$ cat config.mk
export PLATFORM = sky130hd
export DESIGN_NAME = regfile_wb_arbiter
export DESIGN_NICKNAME = d
export VERILOG_FILES = /design/src/rtl/regfile_wb_arbiter.sv
export SDC_FILE = /design/constraint.sdc
export NUM_CORES = 1
export LEC_CHECK = 0
export ABC_CLOCK_PERIOD_IN_PS = 1770
export CAP_MARGIN = 30
export CORE_ASPECT_RATIO = 1.75
export CORE_MARGIN = 3
export CORE_UTILIZATION = 38
export DETAILED_ROUTE_END_ITERATION = 16
export PLACE_DENSITY_LB_ADDON = 0.05
export SETUP_SLACK_MARGIN = 0.4
export SYNTH_ARGS = -nofsm -noshare
export SYNTH_HDL_FRONTEND = slang
export SYNTH_SLANG_ARGS = --single-unit
$ cat constraint.sdc
create_clock -name clk -period 1.77 [get_ports clk]
set_clock_uncertainty 0.15 [all_clocks]
set_input_delay 0.354 -clock clk [delete_from_list [all_inputs] [get_ports clk]]
set_output_delay 0.354 -clock clk [all_outputs]
set_load 0.1 [all_outputs]
$ cat src/rtl/regfile_wb_arbiter.sv
// Two-writer arbiter for the register file write port: pipeline writeback has priority,
// mul/div wins after MAX_WAIT denied cycles; tracks mul/div-reserved destinations in busy.
module regfile_wb_arbiter #(
  parameter int MAX_WAIT = 4,
  parameter int CNT_W    = 4
) (
  input  logic        clk,
  input  logic        rst,
  input  logic        req0_valid,
  output logic        req0_ready,
  input  logic [4:0]  req0_addr,
  input  logic [31:0] req0_data,
  input  logic        req1_valid,
  output logic        req1_ready,
  input  logic [4:0]  req1_addr,
  input  logic [31:0] req1_data,
  input  logic        rsv_valid,
  input  logic [4:0]  rsv_addr,
  output logic        we3,
  output logic [4:0]  a3,
  output logic [31:0] wd3,
  output logic [31:0] busy,
  output logic        starve_hit
);

  localparam logic [CNT_W-1:0] MAX_CNT = CNT_W'(MAX_WAIT);

  logic [CNT_W-1:0] cnt_q, cnt_d;
  logic             we3_q, we3_d;
  logic [4:0]       a3_q, a3_d;
  logic [31:0]      wd3_q, wd3_d;
  logic [31:0]      busy_q, busy_d;
  logic             starve_hit_q, starve_hit_d;
  logic             force1, grant0, grant1;

  always_comb begin
    force1 = req0_valid && req1_valid && (cnt_q == MAX_CNT);
    grant1 = req1_valid && (!req0_valid || force1);
    grant0 = req0_valid && !grant1;
  end

  assign req0_ready = grant0;
  assign req1_ready = grant1;

  // Winner's write is presented one cycle after the grant; address 0 is a silent no-op.
  always_comb begin
    we3_d = 1'b0;
    a3_d  = a3_q;
    wd3_d = wd3_q;
    if (grant1 && (req1_addr != 5'd0)) begin
      we3_d = 1'b1;
      a3_d  = req1_addr;
      wd3_d = req1_data;
    end else if (grant0 && (req0_addr != 5'd0)) begin
      we3_d = 1'b1;
      a3_d  = req0_addr;
      wd3_d = req0_data;
    end
  end

  always_comb begin
    cnt_d = cnt_q;
    if (!req1_valid || grant1) begin
      cnt_d = '0;
    end else if (cnt_q < MAX_CNT) begin
      cnt_d = cnt_q + CNT_W'(1);
    end
    starve_hit_d = force1;
  end

  // Clear before set so a same-cycle reserve of the retiring register keeps it busy.
  always_comb begin
    busy_d = busy_q;
    if (grant1 && (req1_addr != 5'd0)) begin
      busy_d[req1_addr] = 1'b0;
    end
    if (rsv_valid && (rsv_addr != 5'd0)) begin
      busy_d[rsv_addr] = 1'b1;
    end
    busy_d[0] = 1'b0;
  end

  always_ff @(posedge clk) begin
    if (rst) begin
      cnt_q        <= '0;
      we3_q        <= 1'b0;
      a3_q         <= 5'd0;
      wd3_q        <= 32'd0;
      busy_q       <= 32'd0;
      starve_hit_q <= 1'b0;
    end else begin
      cnt_q        <= cnt_d;
      we3_q        <= we3_d;
      a3_q         <= a3_d;
      wd3_q        <= wd3_d;
      busy_q       <= busy_d;
      starve_hit_q <= starve_hit_d;
    end
  end

  assign we3        = we3_q;
  assign a3         = a3_q;
  assign wd3        = wd3_q;
  assign busy       = busy_q;
  assign starve_hit = starve_hit_q;

endmodule

# Word level (Yosys, flattened, before mapping)
# Cells that the tools add are included.
word_totals:
  regBits: 75
  inputBits: 84
  out_inout_bits: 73
  word_cells: 48
op_classes:
  n_addsub: 1
  order_cmp: 5
  n_eq_ne: 1
  n_mux: 12
  bitwise_logic: 3
  reduce_logical: 19
op_table:
  columns: ["operator", "n"]
  rows:
  - ["$mux 32", 4]
  - ["$and 32x32->32", 1]
  - ["$not 32->32", 1]
  - ["$or 32x32->32", 1]
  - ["$reduce_bool 5->1", 3]
  - ["$lt 5x6->1 const B", 2]
  - ["$demux 1 s5", 2]
  - ["$ge 5x1->1 const B", 2]
  - ["$mux 5", 2]
  - ["$logic_and 1x1->1", 9]
  - ["$add 4x1->4 const B", 1]
  - ["$eq 4x3->1 const B", 1]
  - ["$lt 4x3->1 const B", 1]
  - ["$mux 1", 4]
  - ["$logic_not 1->1", 3]
  - ["$logic_or 1x1->1", 2]
  - ["$reduce_bool 2->1", 1]
  - ["$reduce_or 2->1", 1]

# Depth between registers and ports, before layout
depth:
  depth_word: 9
  ltp_mapped: 8
  ltp_nobuf: 7

# Worst setup path before layout
# Ideal clock, no wire load.
synth_path:
  path_kind: "flip-flop to flip-flop"
  startpoint: "reg cnt_q[0]"
  endpoint: "reg a3_q[3] (netlist: a3[3])"
  setup_time_ps: 86
  t_arrival_ps: 2046
  path_slack_ps: -512
  stages_incl_launch_ff: 8
  synth_period_minus_slack_ps: 2282
  path_cell_list: "dfxtp_1 > inv_1 > ha_1 > nand4b_1 > nand2_1 > inv_1 > a22oi_1 > a211oi_1"
synth_via:
  elab_chain_len: 8
  word_cells_on_any_way: 10
  classes_between: "eq/ne: 1; mux: 1; reduce/logical: 8"
synth_rtl:
  columns: ["item", "line", "rtl"]
  rows:
  - ["from (decl)", "28", "logic [CNT_W-1:0] cnt_q, cnt_d;"]
  - ["from (signal assigned)", "92", "cnt_q <= cnt_d;"]
  - ["$eq 4x3->1", "37", "force1 = req0_valid && req1_valid && (cnt_q == MAX_CNT);"]
  - ["$logic_and 1x1->1", "37", null]
  - ["$logic_or 1x1->1", "38", "grant1 = req1_valid && (!req0_valid || force1);"]
  - ["$logic_and 1x1->1", "38", null]
  - ["$logic_not 1->1", "39", "grant0 = req0_valid && !grant1;"]
  - ["$logic_and 1x1->1", "39", null]
  - ["net req0_ready", "10", "output logic req0_ready,"]
  - ["$logic_and 1x1->1", "54", "end else if (grant0 && (req0_addr != 5'd0)) begin"]
  - ["$reduce_bool 2->1 (no source line)", null, null]
  - ["to (signal assigned)", "87", "a3_q <= 5'd0;"]
  - ["to (signal assigned)", "94", "a3_q <= a3_d;"]
  - ["to (decl)", "30", "logic [4:0] a3_q, a3_d;"]
# The timed path passes the listed nets, and every way through them passes these cells.
# A chain may end at the register's enable or synchronous reset.

# Final worst setup path
layout_path:
  startpoint: "reg cnt_q[1]"
  endpoint: "reg wd3_q[19] (netlist: wd3[19])"
layout_via:
  elab_chain_len: 8
  word_cells_on_any_way: 10
  classes_between: "eq/ne: 1; mux: 1; reduce/logical: 8"
layout_rtl:
  columns: ["item", "line", "rtl"]
  rows:
  - ["$eq 4x3->1 (*)", "37", null]
  - ["$logic_and 1x1->1 (*)", "37", null]
  - ["$logic_or 1x1->1 (*)", "38", null]
  - ["$logic_and 1x1->1 (*)", "38", null]
  - ["$logic_not 1->1", "39", null]
  - ["$logic_and 1x1->1", "39", null]
  - ["$logic_and 1x1->1", "54", null]
  - ["$reduce_bool 2->1 (no source line)", null, null]
  - ["to (signal assigned)", "95", "wd3_q <= wd3_d;"]
  - ["to (decl)", "31", "logic [31:0] wd3_q, wd3_d;"]
# Mark *: on every way between the ends. The rest lies on a longest branch, timed or not.

==> impl_metrics.py <==
metrics = {
    "floorplanning": {
        "pin_count": 157,
        "die-area_um2": 10700,
        "initial_core_util_pct": 39.3,
        "coreArea_um2": 9150,
        "fp.dieW_um": 79.6,
        "row_count": 46,
        "die_h_um": 135,
    },
    "power_and_ir_drop": {
        "leakagePower_nw": 3.25,
        "power_density_nw_per_um2": 715,
        "ir_drop_mv": 0.611,
    },
    "setup_path": {
        "path_max_fanout": 7,
        "cpPeakStageDelay_ns": 0.34,
        "start_kind": "register",
        "startpoint": "cnt_q[1]",
        "critPathTopFamily": "buffers and inverters",
        "reg2reg_slack_ns": -0.41,
        "r2r_cells": 10,
        "crit_buf_inv": 5,
        "worstReg2RegStart": "cnt_q[1]",
        "slowest_stage": "dfxtp_2",
        "crit_arrival_ns": 2.26,
        "crit_path_cell_trace": "inv_2, ha_4, and4b_2, buf_12, o32ai_4, buf_12, buf_16, buf_16, nor2_4, a311oi_2",
        "r2r_end": "wd3[19]",
        "setup.worst_path.class": "register to register",
        "timing.critical_path.to_type": "register",
        "worstPathRequired_ns": 1.86,
    },
    "yosys": {
        "async_reset_ff_share_pct": 0,
        "syn_nets": 523,
        "seq_area_frac_synth_pct": 41.2,
        "synthDistinctLibCells": 41,
        "synthAdderAreaFrac_pct": 0.695,
        "synth_ff_type": "dfxtp_1",
        "synth_compound_gate_area_share_pct": 24.2,
        "synth_edf_count": 0,
        "synth-simple-area-share_pct": 28.4,
        "muxShareOfSynthArea_pct": 0,
        "postSynthAreaPerCell_um2": 8.23,
        "yosysWarnings": 0,
        "syn-cell-area_um2": 3600,
        "synth_seq_cells": 74,
        "synth-xor-area-share_pct": 0.243,
        "synth_top_family_by_area": "simple AND/OR/NAND/NOR gates",
        "syn_inst": 437,
    },
    "route": {
        "routed_via_density": 5.62,
        "routed_wl_mm": 19.4,
        "drc": 0,
        "wire_per_inst_um": 23.8,
        "drt-initial-drc-count": 318,
        "ant_nets": 0,
        "vias": 4589,
        "drt_first_pass_iters": 6,
    },
    "placement": {
        "dp.cells": 724,
        "dpl.hpwl_mm": 9.86,
        "io_buffers": 155,
        "dp_slack_ns": -0.715,
        "gp_congestion": 0.895,
    },
    "sta": {
        "slew_viol_final": 0,
        "fmax_ghz": 0.459,
        "finalSetupViolations": 57,
        "fin_ws_ns": -0.408,
        "finalHoldViolations": 0,
        "grt_setup_unrepaired": "true",
        "fin_crit_sh_pct": 123,
        "fin_setup_tns_ns": -13.45,
        "layout_min_cycle_time_ns": 2.18,
    },
    "cells_and_area": {
        "drive_above_1_share_pct": 58.0,
        "final_util_pct": 89.8,
        "fin_cells": 816,
        "area_growth_pct": 128,
        "antenna_cells": 0,
        "nets": 777,
    },
    "clock_tree": {
        "clkTransAtPathRegs_ns": 0.06,
        "cts_made_buffers": 9,
        "cts_max_level": 3,
        "clk_latency_ns": 0.35,
        "ctsRootBufferMaster": "clkbuf_16",
        "cts_sinks": 74,
        "cts_max_path_buffers": 2,
        "cts_tree": "built",
    },
    "global_route": {
        "grt_pass1_wl_mm": 24.8,
        "antenna_found_initial": 0,
        "grt_pass1_vias": 4688,
        "grt.total_usage_pct": 30.6,
        "grt_max_degree": 42,
        "overflow": 0,
    },
    "run_status": {
        "status": "finished, violations left",
        "violations": "setup timing",
    },
    "worst_hold_path": {
        "min-delay-start": "req0_addr[1]",
        "hold_end": "a3[1]",
        "hold_class": "input pin to register",
        "whs_path_depth": 4,
    },
    "job": {
        "max-cap-violations": 0,
    },
}
per-layer routing:
layer | global-route usage, % | up-vias | share of wire, %
met5 | 0 | - | 0
met2 | 56.7 | 254 | 53
met4 | 20.6 | 0 | 8.5
met3 | 6.07 | 114 | 6.2
met1 | 29.5 | 2198 | 33
li1 | - | 2023 | -
report_power, final:
group / internal (W) / leakage (nW) / switching, W
sequential: 0.00176 / 0.637 / 0.0000942
clock: 0.00117 / 0.145 / 0.000783
combinational: 0.000919 / 2.47 / 0.00115
registers in the layout (all words and copies together) (netlist names):
name,cells
wd3,32
we3,1
a3,5
busy,31
starve_hit,1
cnt_q,4
through the flow:
step | hold slack [ns] | power (W) | instance area, um2
final | 0.267 | 0.00587 | 8220
after global routing | 0.284 | 0.00600 | 8220
after CTS | 0.255 | 0.00562 | 7820
after detailed placement | 0.319 | 0.00351 | 6550
after global placement | 0.313 | 0.00348 | 6550
after floorplan | 0.305 | 0.00278 | 3930
worst max path at each step:
| stage | end | slack [ns] | cells after the start |
|---|---|---|---|
| 2_1_floorplan | wd3[25] | -0.30 | 6 |
| 3_3_place_gp | wd3[5] | -0.66 | 7 |
| 3_5_place_dp | wd3[5] | -0.72 | 7 |
| 4_1_cts | req1_ready | -0.28 | 5 |
| 5_1_grt | a3[0] | -0.47 | 11 |
| 6_report | wd3[19] | -0.41 | 10 |
final cells by class:
class                   instances  area [um2]
well taps                     120         150
flip-flops and latches         74        1590
inverters                       5        22.5
repair buffers                274        3730
clock buffers                  12         256
fillers                       350         936
clock inverters                 4        50.0
multi-input cells             327        2420
timing repair:
item / 4_1_cts / 5_1_grt
pin swaps: 49 / 25
hold buffers: 0 / 0
setup endpoints to repair: 121 / 144
gates cloned: 10 / 1
resized for setup: 129 / 54
buffers inserted: 42 / 23
cells in the mapped netlist, types with 2 or more instances:
cell | number | share of area [%]
nand2_1 | 108 | 11
dfxtp_1 | 74 | 41
o21ai_0 | 47 | 6.5
nor2_1 | 46 | 4.8
nor2b_1 | 37 | 6.4
a311oi_2 | 31 | 13
clkbuf_1 | 16 | 1.7
a21oi_1 | 9 | 1.3
nand3_1 | 8 | 1.1
buf_4 | 5 | 1.0
inv_1 | 5 | 0.52
buf_2 | 4 | 0.56
buf_6 | 4 | 1.3
a31oi_1 | 3 | 0.52
and3_1 | 3 | 0.52
nand2b_1 | 3 | 0.52
nand3b_1 | 3 | 0.63
nor3_1 | 3 | 0.42
a211o_1 | 2 | 0.49
buf_1 | 2 | 0.21
ha_1 | 2 | 0.70
or3_1 | 2 | 0.35
or3b_2 | 2 | 0.49
worst reg2reg max path: cells and delay by family (launching register included):
kind / cells / cell delay [ns]
simple gates: 2 / 0.32
flops: 1 / 0.34
fa+ha+maj: 1 / 0.17
compound gates: 2 / 0.48
buf+inv: 5 / 0.61
cell usage in the layout (no fill, tap or decap), types with 3 or more instances in the layout:
cell and instances:
a21oi_2 7, a311oi_2 32, a31oi_1 3, and3_1 3
buf_12 89, buf_16 11, buf_2 3, buf_4 58
buf_6 29, buf_8 4, clkbuf_16 10, clkdlybuf4s50_1 72
clkinvlp_4 3, dfxtp_2 66, dfxtp_4 6, dlygate4sd2_1 5
nand2_1 102, nand2_4 4, nand2b_1 3, nand3_1 4
nand3_2 4, nand3b_1 3, nor2_1 12, nor2_2 7
nor2_4 27, nor2b_1 35, nor3_1 3, o21ai_0 6
o21ai_1 22, o21ai_2 18
logic make-up after synthesis:
logic type	count (synthesis)
XOR/XNOR	1
flip-flops	74
adder cells (fa/ha/maj)	2
AO/OA/AOI/OAI	100
buffers and inverters	36
other	1
AND/OR/NAND/NOR	223
Power figures use the tool's default switching activity.
==> variant (config.mk and constraints unchanged) <==
The parameter `CNT_W` goes from 4 to 6.
--- a/src/rtl/regfile_wb_arbiter.sv
+++ b/src/rtl/regfile_wb_arbiter.sv
@@ -4,3 +4,3 @@
   parameter int MAX_WAIT = 4,
-  parameter int CNT_W    = 4
+  parameter int CNT_W    = 6
 ) (
Function: no difference found for any inputs over 10 cycles, from zero or initial values and one cycle with rst high; that may be too few to reach the edited logic, so the function may still have changed.
==> variant against the original RTL <==
The run still ends with negative setup slack left. Worst setup slack gained 0.064 ns. Non-clock buffer count grew 6. Final area grew 1.2%. Global-route usage shrank 1.6 points. Power shrank 0.91%. Die area grew 5.6%. Synthesized area grew 6.0%. Routed wire length shrank 4.7%. Sequential cell count grew 2. Critical endpoint is now wd3[14]$_SDFFE_PP0P_. Largest cell class unchanged.
==> variant: results (changes against the original RTL) <==
[outcome]
status = finished with violations
violations = negative setup slack

[yosys]
ys_types = 48  ; +17%
synth-seq-cells = 76  ; +2.7%
yosys-top-cells-area = dfxtp_1, a311oi_2, nor3_1
synth_nets = 510  ; -2.5%
synth_top_area_share_pct = 39.9  ; -1.3 points
yosysSeqAreaShare_pct = 39.9  ; -1.3 points

[final_layout]
n_all_buffers = 280  ; +2.2%
regArea_mm2 = 0.00166  ; +4.4%
multi_input_cells = 300  ; -8.3%
multi_input_area_share_pct = 32.1  ; +2.7 points

[placement]
place_area_mm2 = 0.00677  ; +3.5%
dp_hpwl_um = 10900  ; +10%
routabilityCongestion = 0.857  ; -4.3%

[route]
viasPerCell = 6.14  ; +9.2%
dr_wl_met2_um = 9970  ; -2.5%
routedWlPerCell_um = 23.1  ; -2.8%

[grt]
grt_use_met2_pct = 51.2  ; -5.5 points
grt_pass1_wl_um = 25500  ; +2.8%

[power]
p_leak_nw = 3.13  ; -3.7%
p_comb_w = 0.00186  ; -10%
p_per_area_mw_per_mm2 = 700  ; -2.1%
power_frac_comb_pct = 32.0  ; -3.2 points
seqPwrFrac_pct = 32.2  ; +0.6 points

[sta]
tns_ns = -11.21  ; +2.24 ns
worst_slack_ns = -0.344  ; +0.0643 ns
setup-violations-final = 63  ; +11%

[worst_hold_path]
hold_end = busy[19]$_SDFF_PP0_

==> variant: worst max path at each step <==
stage,startpoint,to,slack [ns]
2_1_floorplan,req1_addr[3],wd3[26]$_SDFFE_PP0P_,-0.12
6_report,cnt_q[1]$_SDFFE_PP0N_,wd3[14]$_SDFFE_PP0P_,-0.34
3_5_place_dp,req0_addr[3],wd3[1]$_SDFFE_PP0P_,-0.59
3_3_place_gp,req0_addr[3],wd3[18]$_SDFFE_PP0P_,-0.52
4_1_cts,cnt_q[0]$_SDFFE_PP0N_,req1_ready,-0.32
5_1_grt,cnt_q[1]$_SDFFE_PP0N_,wd3[14]$_SDFFE_PP0P_,-0.37
==> variant: cells by family after synthesis <==
kind of cell | Yosys count | synth area share [%]
AO/OA/AOI/OAI | 130 | 30.0
XOR/XNOR | 1 | 0.230
adder cells (fa/ha/maj) | 2 | 0.656
buffers and inverters | 50 | 7.35
flip-flops | 76 | 39.9
other | 1 | 0.0983
AND/OR/NAND/NOR | 164 | 21.8
